**src/rtl/cmd_pkg.sv**
```systemverilog
// Shared types and widths for the command deframer: rx/tx state encodings and the
// byte-to-command join helper.
package cmd_pkg;

   localparam int CMD_W  = 16;
   localparam int BYTE_W = 8;

   typedef enum logic {
      WAIT_HI = 1'b0,
      WAIT_LO = 1'b1
   } rx_state_t;

   typedef enum logic {
      TX_IDLE = 1'b0,
      TX_BUSY = 1'b1
   } tx_state_t;

   // High byte arrives first on the wire and lands in the upper half.
   function automatic logic [CMD_W-1:0] join_bytes(input logic [BYTE_W-1:0] hi,
                                                   input logic [BYTE_W-1:0] lo);
      return {hi, lo};
   endfunction

endpackage

```
**src/rtl/cmd_deframer_if.sv**
```systemverilog
// Bundles the UART-side and command-processor-side handshakes of cmd_deframer.
// master = the deframer, slave = its surroundings.
interface cmd_deframer_if;
   import cmd_pkg::*;

   logic [BYTE_W-1:0] rx_data;
   logic              rx_rdy;
   logic              clr_rx_rdy;
   logic [CMD_W-1:0]  cmd;
   logic              cmd_rdy;
   logic              clr_cmd_rdy;
   logic              cmd_ovr;
   logic [BYTE_W-1:0] resp;
   logic              send_resp;
   logic              trmt;
   logic [BYTE_W-1:0] tx_data;
   logic              tx_done;
   logic              resp_sent;
   logic              frame_err;

   modport master (
      input  rx_data, rx_rdy, clr_cmd_rdy, resp, send_resp, tx_done,
      output clr_rx_rdy, cmd, cmd_rdy, cmd_ovr, trmt, tx_data, resp_sent, frame_err
   );

   modport slave (
      output rx_data, rx_rdy, clr_cmd_rdy, resp, send_resp, tx_done,
      input  clr_rx_rdy, cmd, cmd_rdy, cmd_ovr, trmt, tx_data, resp_sent, frame_err
   );

endinterface

```
**src/rtl/cmd_deframer_tx.sv**
```systemverilog
// Response-transmit FSM: latches one response byte, kicks the UART transmitter and
// reports completion. Requests arriving while busy are dropped.
module cmd_deframer_tx
   import cmd_pkg::*;
(
   input  logic              clk,
   input  logic              rst,
   input  logic [BYTE_W-1:0] resp,
   input  logic              send_resp,
   input  logic              tx_done,
   output logic              trmt,
   output logic [BYTE_W-1:0] tx_data,
   output logic              resp_sent
);

   tx_state_t         tx_state_r;
   logic              trmt_r;
   logic [BYTE_W-1:0] tx_data_r;
   logic              resp_sent_r;

   // Transmit state machine with registered pulse outputs.
   always_ff @(posedge clk) begin
      if (rst) begin
         tx_state_r  <= TX_IDLE;
         trmt_r      <= 1'b0;
         tx_data_r   <= 8'h00;
         resp_sent_r <= 1'b0;
      end else begin
         trmt_r      <= 1'b0;
         resp_sent_r <= 1'b0;
         case (tx_state_r)
            TX_IDLE: begin
               if (send_resp) begin
                  tx_data_r  <= resp;
                  trmt_r     <= 1'b1;
                  tx_state_r <= TX_BUSY;
               end
            end
            TX_BUSY: begin
               if (tx_done) begin
                  resp_sent_r <= 1'b1;
                  tx_state_r  <= TX_IDLE;
               end
            end
            default: tx_state_r <= TX_IDLE;
         endcase
      end
   end

   assign trmt      = trmt_r;
   assign tx_data   = tx_data_r;
   assign resp_sent = resp_sent_r;

endmodule

```
**src/rtl/cmd_deframer.sv**
```systemverilog
// Receive-side command deframer: joins two UART bytes into a 16-bit command and
// returns response bytes. Inter-byte timeout enabled by CMD_DEFRAMER_TIMEOUT_EN.
module cmd_deframer
   import cmd_pkg::*;
#(
   parameter int TIMEOUT_CLKS = 32'd1_000_000,
   parameter int TO_W         = 32'd20
)(
   input  logic           clk,
   input  logic           rst,
   cmd_deframer_if.master bus
);

   if ((TIMEOUT_CLKS < 32'sd2) || ((64'd1 << TO_W) <= 64'(TIMEOUT_CLKS))) begin : g_cfg_check
      $error("cmd_deframer: TIMEOUT_CLKS must be >= 2 and fit in TO_W bits");
   end

   rx_state_t         rx_state_r;
   logic [BYTE_W-1:0] hi_byte_r;
   logic [CMD_W-1:0]  cmd_r;
   logic              cmd_rdy_r;
   logic              cmd_ovr_r;
   logic              clr_rx_rdy_r;
   logic              rx_armed_r;
   logic              take_s;
   logic              timeout_s;
   logic              trmt_s;
   logic [BYTE_W-1:0] tx_data_s;
   logic              resp_sent_s;

   // rx_armed_r blocks re-consuming a byte whose rx_rdy has not yet dropped.
   assign take_s = bus.rx_rdy & rx_armed_r;

`ifdef CMD_DEFRAMER_TIMEOUT_EN
   logic [TO_W-1:0] to_cnt_r;
   logic            frame_err_r;

   assign timeout_s = (rx_state_r == WAIT_LO) && !bus.rx_rdy &&
                      (to_cnt_r == TO_W'(TIMEOUT_CLKS - 32'sd1));

   // Inter-byte timeout counter; rx_rdy on the expiry cycle wins over the timeout.
   always_ff @(posedge clk) begin
      if (rst) begin
         to_cnt_r    <= '0;
         frame_err_r <= 1'b0;
      end else begin
         frame_err_r <= timeout_s;
         if ((rx_state_r == WAIT_HI) || timeout_s) begin
            to_cnt_r <= '0;
         end else if (!bus.rx_rdy) begin
            to_cnt_r <= to_cnt_r + TO_W'(1);
         end
      end
   end

   assign bus.frame_err = frame_err_r;
`else
   assign timeout_s     = 1'b0;
   assign bus.frame_err = 1'b0;
`endif

   // Byte assembly FSM and command handshake.
   always_ff @(posedge clk) begin
      if (rst) begin
         rx_state_r   <= WAIT_HI;
         hi_byte_r    <= 8'h00;
         cmd_r        <= 16'h0000;
         cmd_rdy_r    <= 1'b0;
         cmd_ovr_r    <= 1'b0;
         clr_rx_rdy_r <= 1'b0;
         rx_armed_r   <= 1'b1;
      end else begin
         clr_rx_rdy_r <= 1'b0;
         cmd_ovr_r    <= 1'b0;
         if (!bus.rx_rdy) begin
            rx_armed_r <= 1'b1;
         end
         if (bus.clr_cmd_rdy) begin
            cmd_rdy_r <= 1'b0;
         end
         case (rx_state_r)
            WAIT_HI: begin
               if (take_s) begin
                  hi_byte_r    <= bus.rx_data;
                  clr_rx_rdy_r <= 1'b1;
                  rx_armed_r   <= 1'b0;
                  rx_state_r   <= WAIT_LO;
               end
            end
            WAIT_LO: begin
               if (take_s) begin
                  // Completion overrides a same-cycle clr_cmd_rdy.
                  cmd_r        <= join_bytes(hi_byte_r, bus.rx_data);
                  cmd_rdy_r    <= 1'b1;
                  cmd_ovr_r    <= cmd_rdy_r & ~bus.clr_cmd_rdy;
                  clr_rx_rdy_r <= 1'b1;
                  rx_armed_r   <= 1'b0;
                  rx_state_r   <= WAIT_HI;
               end else if (timeout_s) begin
                  hi_byte_r  <= 8'h00;
                  rx_state_r <= WAIT_HI;
               end
            end
            default: rx_state_r <= WAIT_HI;
         endcase
      end
   end

   cmd_deframer_tx u_tx (
      .clk       (clk),
      .rst       (rst),
      .resp      (bus.resp),
      .send_resp (bus.send_resp),
      .tx_done   (bus.tx_done),
      .trmt      (trmt_s),
      .tx_data   (tx_data_s),
      .resp_sent (resp_sent_s)
   );

   assign bus.clr_rx_rdy = clr_rx_rdy_r;
   assign bus.cmd        = cmd_r;
   assign bus.cmd_rdy    = cmd_rdy_r;
   assign bus.cmd_ovr    = cmd_ovr_r;
   assign bus.trmt       = trmt_s;
   assign bus.tx_data    = tx_data_s;
   assign bus.resp_sent  = resp_sent_s;

endmodule
```
**src/flat_wrapper.sv**
```systemverilog
// flat-port wrapper written by rule: the top's interface ports become plain ports
module cmd_deframer_flat import cmd_pkg::*;
#(
   parameter int TIMEOUT_CLKS = 32'd1_000_000,
   parameter int TO_W         = 32'd20
)
  (clk, rst, bus_rx_data, bus_rx_rdy, bus_clr_cmd_rdy, bus_resp, bus_send_resp, bus_tx_done, bus_clr_rx_rdy, bus_cmd, bus_cmd_rdy, bus_cmd_ovr, bus_trmt, bus_tx_data, bus_resp_sent, bus_frame_err);
  cmd_deframer_if bus_i ();
  input  logic clk;
  input  logic rst;
  input wire logic [$bits(bus_i.rx_data)-1:0] bus_rx_data;
  input wire logic [$bits(bus_i.rx_rdy)-1:0] bus_rx_rdy;
  input wire logic [$bits(bus_i.clr_cmd_rdy)-1:0] bus_clr_cmd_rdy;
  input wire logic [$bits(bus_i.resp)-1:0] bus_resp;
  input wire logic [$bits(bus_i.send_resp)-1:0] bus_send_resp;
  input wire logic [$bits(bus_i.tx_done)-1:0] bus_tx_done;
  output wire logic [$bits(bus_i.clr_rx_rdy)-1:0] bus_clr_rx_rdy;
  output wire logic [$bits(bus_i.cmd)-1:0] bus_cmd;
  output wire logic [$bits(bus_i.cmd_rdy)-1:0] bus_cmd_rdy;
  output wire logic [$bits(bus_i.cmd_ovr)-1:0] bus_cmd_ovr;
  output wire logic [$bits(bus_i.trmt)-1:0] bus_trmt;
  output wire logic [$bits(bus_i.tx_data)-1:0] bus_tx_data;
  output wire logic [$bits(bus_i.resp_sent)-1:0] bus_resp_sent;
  output wire logic [$bits(bus_i.frame_err)-1:0] bus_frame_err;
  assign bus_i.rx_data = bus_rx_data;
  assign bus_i.rx_rdy = bus_rx_rdy;
  assign bus_i.clr_cmd_rdy = bus_clr_cmd_rdy;
  assign bus_i.resp = bus_resp;
  assign bus_i.send_resp = bus_send_resp;
  assign bus_i.tx_done = bus_tx_done;
  assign bus_clr_rx_rdy = bus_i.clr_rx_rdy;
  assign bus_cmd = bus_i.cmd;
  assign bus_cmd_rdy = bus_i.cmd_rdy;
  assign bus_cmd_ovr = bus_i.cmd_ovr;
  assign bus_trmt = bus_i.trmt;
  assign bus_tx_data = bus_i.tx_data;
  assign bus_resp_sent = bus_i.resp_sent;
  assign bus_frame_err = bus_i.frame_err;
  cmd_deframer #(.TIMEOUT_CLKS(TIMEOUT_CLKS), .TO_W(TO_W)) u_core (.clk(clk), .rst(rst), .bus(bus_i));
endmodule
```
**config.mk**
```make
export PLATFORM = sky130hd
export DESIGN_NAME = cmd_deframer_flat
export DESIGN_NICKNAME = d
export VERILOG_FILES = /design/src/rtl/cmd_pkg.sv /design/src/rtl/cmd_deframer_if.sv /design/src/rtl/cmd_deframer_tx.sv /design/src/rtl/cmd_deframer.sv /design/src/flat_wrapper.sv
export SDC_FILE = /design/constraint.sdc
export NUM_CORES = 1
export LEC_CHECK = 0
export ABC_AREA = 1
export BUFFER_PORTS_ARGS = -buffer_cell sky130_fd_sc_hd__buf_2
export CORE_MARGIN = 8
export CORE_UTILIZATION = 50
export DETAILED_ROUTE_END_ITERATION = 6
export PLACE_DENSITY = 0.8
export SYNTH_ARGS = -nofsm -noshare
export SYNTH_HDL_FRONTEND = slang
export SYNTH_SLANG_ARGS = --single-unit
```
**constraint.sdc**
```tcl
create_clock -name clk -period 2.56 [get_ports clk]
set_input_delay 0.512 -clock clk [delete_from_list [all_inputs] [get_ports clk]]
set_output_delay 0.512 -clock clk [all_outputs]
set_load 0.005 [all_outputs]
```
After elaboration in Yosys (flattened, before gate mapping):

Cells that the tools add are included.

* magnitude comparators: 0
* add/sub/neg operators: 0
* shift-type cells: 0
* multipliers: 0
* bitwise operators: 6
* equal/unequal tests: 2
* multiplexer cells: 14
* reduce and logical (&&, ||, !) cells: 6
* divide/modulo/power cells: 0

Operators with widths (number)
* $mux W8: 2
* $mux W1: 10
* $reduce_and A2 Y1: 3
* $ne A2 B1 Y1 const B: 2
* $not A1 Y1: 4
* $pmux W1 S2: 2
* $reduce_or A2 Y1: 2
* $reduce_or A3 Y1: 1
* $and A1 B1 Y1: 2

* memory bits (writable): 0
* register bits: 40
* logic and storage cells: 39
* output and inout bits: 30
* bits in read-only memories: 0
* input port bits: 22
* memories: 0
* latch bits: 0

Depth between registers and ports, before layout:

* depth after elaboration: 3
* depth in mapped cells: 7
* gate-level depth less buffers: 5

By module:

From an unflattened synthesis, not the netlist that was laid out.

* cells, all modules: 202
* area total of the unflattened synthesis: 1540.2 µm²

Modules (own cells, without submodules)
* cmd_deframer: cells each 140, area an instance 1101.1 µm², times used 1, sequential area each 580.6 µm²
* cmd_deframer_tx: cells each 62, area an instance 439.2 µm², times used 1, sequential area each 220.2 µm²

Worst setup path after synthesis:

OpenSTA, ideal clock, no wires.

* path kind: input-to-reg
* start point: in rst
* end point: reg u_core.u_tx.tx_data_r[0], in the netlist u_core.u_tx.tx_data[0]
* required time: 2.496 ns
* stages on the path: 5
* buffers on the path: 2
* library setup time: 0.064 ns
* path slack: 1.446 ns
* data arrival time: 1.050 ns
* cells stage by stage: buf_6 > inv_1 > buf_2 > o21ai_0 > nor2_1

RTL lines
* start: declaration: line flat_wrapper.sv:10 `input logic rst;`
* end signal: assignment: line cmd_deframer_tx.sv:34 `tx_data_r <= resp;`
* end: declaration: line cmd_deframer_tx.sv:18 `logic [BYTE_W-1:0] tx_data_r;`

Worst setup path after layout:

* start point: reg u_core.rx_state_r
* end point: reg u_core.cmd_r[13], in the netlist u_core.bus.cmd[13]

* cells in the longest elaborated chain, start to end: 1

RTL lines
* start: declaration: line cmd_deframer.sv:18 `rx_state_t rx_state_r;`
* start signal: assignment: line cmd_deframer.sv:65 `rx_state_r <= WAIT_HI;`
* start signal: assignment: line cmd_deframer.sv:87 `rx_state_r <= WAIT_LO;`
* start signal: assignment: line cmd_deframer.sv:98 `rx_state_r <= WAIT_HI;`
* $reduce_and A2 Y1 (no line)
* end signal: assignment: line cmd_deframer.sv:93 `cmd_r <= join_bytes(hi_byte_r, bus.rx_data);`
* end: declaration: line cmd_deframer.sv:20 `logic [CMD_W-1:0] cmd_r;`

No other way between the ends.
A chain may end at the register's enable or synchronous reset.

==> flow_summary.ini <==
[logic_synthesis]
syn_area_per_cell_um2 = 7.99
yosysWarnings = 0
synth_seq_area_share_pct = 54.1
synthCells = 185
ys_seq_elements = 40
synth.net_count = 207
syn_area_um2 = 1480
synthDistinctLibCells = 16

[setup_path]
required_ns = 2.80
arrival_ns = 1.71
regToRegStartpoint = u_core.rx_state_r$_SDFF_PP0_
r2r_end = u_core.bus.cmd[13]$_SDFFE_PP0P_
critPathKind = flop to flop
endpoint_kind = flop
r2r_cells = 4
cp_max_fo = 18
setup.worst_path.start_class = flop
worst-r2r-setup-slack_ns = 1.10

[die]
die_w_um = 70.4
fp-row-count = 19
start_util_pct = 53.2
dieArea_um2 = 4950
fp.dieH_um = 70.4
core-area_um2 = 2780
ioPinCount = 52

[power_and_ir_drop]
vdd_drop_max_mv = 0.489
power.density_nw_per_um2 = 685
p_sw_uw = 299
comb_power_share_pct = 10.4
power.leakage_uw = 0.000955
clockPowerShare_pct = 34.0
p_int_uw = 910
seq_power_share_pct = 55.6
p_sw_share_pct = 24.7

[min_path]
worstHoldStart = bus_rx_rdy
whs_path_depth = 2
hold_class = input pin to flop
min_to = u_core.rx_armed_r$_SDFFE_PP1P_

[placement]
hpwl_um = 2330
dpl_cell_area_um2 = 1690
io_buffer_count = 50
place_congestion = 0.769
place_inst = 257

[route]
drt_iter0_markers = 88
finalWirelength_um = 3280
via_per_inst = 4.92
dr.pass1.iters = 4
ant_nets = 0
wl_per_cell_um = 12.4
drc = 0
routed-via-count = 1303

[clocking]
cts_setup_buffers = 0
clock-root-buffer = clkbuf_4
postCtsHoldBufs = 0
cts_buffers = 5
htreeDepth = 2
cts.clk_slew.worst_paths_ns = 0.12
cts_tree = built
insertion_delay_ns = 0.35
post_cts_resized = 0
clk_path_buf_depth = 2
cts_sinks = 40

[finish]
diodes = 0
fin_cells = 265
final_cell_area_um2 = 1770
fillers = 274
nets = 255
drive_gt1_share_pct = 27.8
area_growth_syn_to_layout_pct = 19.4

[sta]
period_needed_ns = 1.46
finalSetupTns_ns = 0
skew_ns = 0.0183
hold_ws_ns = 0.381
max_clock_freq_mhz = 683
finalHoldViolations = 0
rsz0062_at_grt = no
report.final.slew_viol_count = 0
setup_violations = 0
period_share_pct = 57.2

[grt]
antenna_found_initial = 0
grt-ovfl-total = 0
grt_pass1_vias = 1268
grt_pass1_wl_um = 5680
grt_use_total_pct = 13.8
grt_start_max_net_pins = 26

[run]
max_cap_violations = 0

[outcome]
status = finished, final reports clean
## synth_stat cells (all sizes together)
master / count / area (um^2)
a21oi: 3 / 15.0
buf: 11 / 93.8
conb: 1 / 3.75
dfxtp: 40 / 801
inv: 14 / 52.6
nand2: 38 / 148
nand3: 34 / 180
nor2: 34 / 135
nor3: 2 / 10.0
o21ai: 8 / 40.0
## per-layer routing
layer | up-vias | part of all wire, % | global-route usage [%]
li1 | 676 | - | -
met1 | 582 | 46 | 15.7
met2 | 40 | 45 | 21.1
met3 | 5 | 7.6 | 5.51
met4 | 0 | 1.2 | 8.04
met5 | - | 0 | 0
## kinds of logic (layout without fill, tap and decap cells)
| group | Yosys count | count (layout) | synth area share, % |
|---|---|---|---|
| buf+inv | 25 | 74 | 9.90 |
| other cells | 1 | 1 | 0.254 |
| compound gates | 11 | 11 | 3.72 |
| simple gates | 108 | 108 | 32.0 |
| flops | 40 | 40 | 54.1 |
## cell usage in the layout (no fill, tap or decap)
master	instances
o21ai_0	8
clkbuf_1	1
clkbuf_4	5
nor2_4	1
nor3_1	2
nand2_1	36
conb_1	1
dfxtp_1	40
a21oi_1	3
bufinv_16	1
buf_2	50
nand3_1	32
clkinv_2	1
nor2_1	33
buf_4	2
nand2_2	2
inv_1	13
nand3_2	2
inv_2	1
## worst max-delay path by stage
stage,start,to,cells past startpoint
3_3_place_gp,u_core.rx_state_r$_SDFF_PP0_,u_core.bus.cmd[2]$_SDFFE_PP0P_,4
4_1_cts,u_core.rx_state_r$_SDFF_PP0_,u_core.bus.cmd[13]$_SDFFE_PP0P_,4
5_1_grt,u_core.rx_state_r$_SDFF_PP0_,u_core.bus.cmd[0]$_SDFFE_PP0P_,4
6_report,u_core.rx_state_r$_SDFF_PP0_,u_core.bus.cmd[13]$_SDFFE_PP0P_,4
2_1_floorplan,rst,u_core.u_tx.tx_data[0]$_SDFFE_PP0P_,5
3_5_place_dp,u_core.rx_state_r$_SDFF_PP0_,u_core.bus.cmd[13]$_SDFFE_PP0P_,4
## power by group through the flow
stage | sequential, uW | clock (uW) | combinational (uW)
after floorplan | 686 | 0 | 85.9
after global placement | 686 | 0 | 125
after detailed placement | 687 | 0 | 127
after CTS | 673 | 417 | 127
after global routing | 677 | 444 | 146
final | 673 | 411 | 126
## worst max-delay path: stages, from the launching register on
cell and delay, ns:
dfxtp_1 0.53, buf_4 0.26, nand3_2 0.33, nand3_1 0.17, nand2_1 0.06
## layout make-up
type	count	area, um^2	area share, %
Clock inverter	2	35.0	1.98
Sequential cell	40	801	45.4
Clock buffer	6	41.3	2.34
Tap cell	31	38.8	2.20
Multi-Input combinational cell	120	532	30.1
Inverter	14	52.6	2.98
Timing Repair Buffer	52	265	15.0
## flip-flops by register name (all words and copies together), names as in the netlist
register                cells
u_core.bus.cmd             16
u_core.bus.cmd_rdy          1
u_core.u_tx.resp_sent       1
u_core.hi_byte_r            8
u_core.rx_armed_r           1
u_core.u_tx.tx_state_r      1
u_core.rx_state_r           1
u_core.u_tx.tx_data         8
u_core.bus.clr_rx_rdy       1
u_core.u_tx.trmt            1
u_core.bus.cmd_ovr          1
## metrics by stage
step | worst slack [ns] | utilization (%) | power, uW
2_1_floorplan | 1.45 | - | 771
3_3_place_gp | 1.12 | 60.7 | 811
3_5_place_dp | 1.13 | 60.7 | 814
4_1_cts | 1.09 | 63.5 | 1220
5_1_grt | 0.949 | 63.5 | 1270
6_report | 1.10 | 63.5 | 1210
Note: power is estimated with default switching activity, not from simulation.
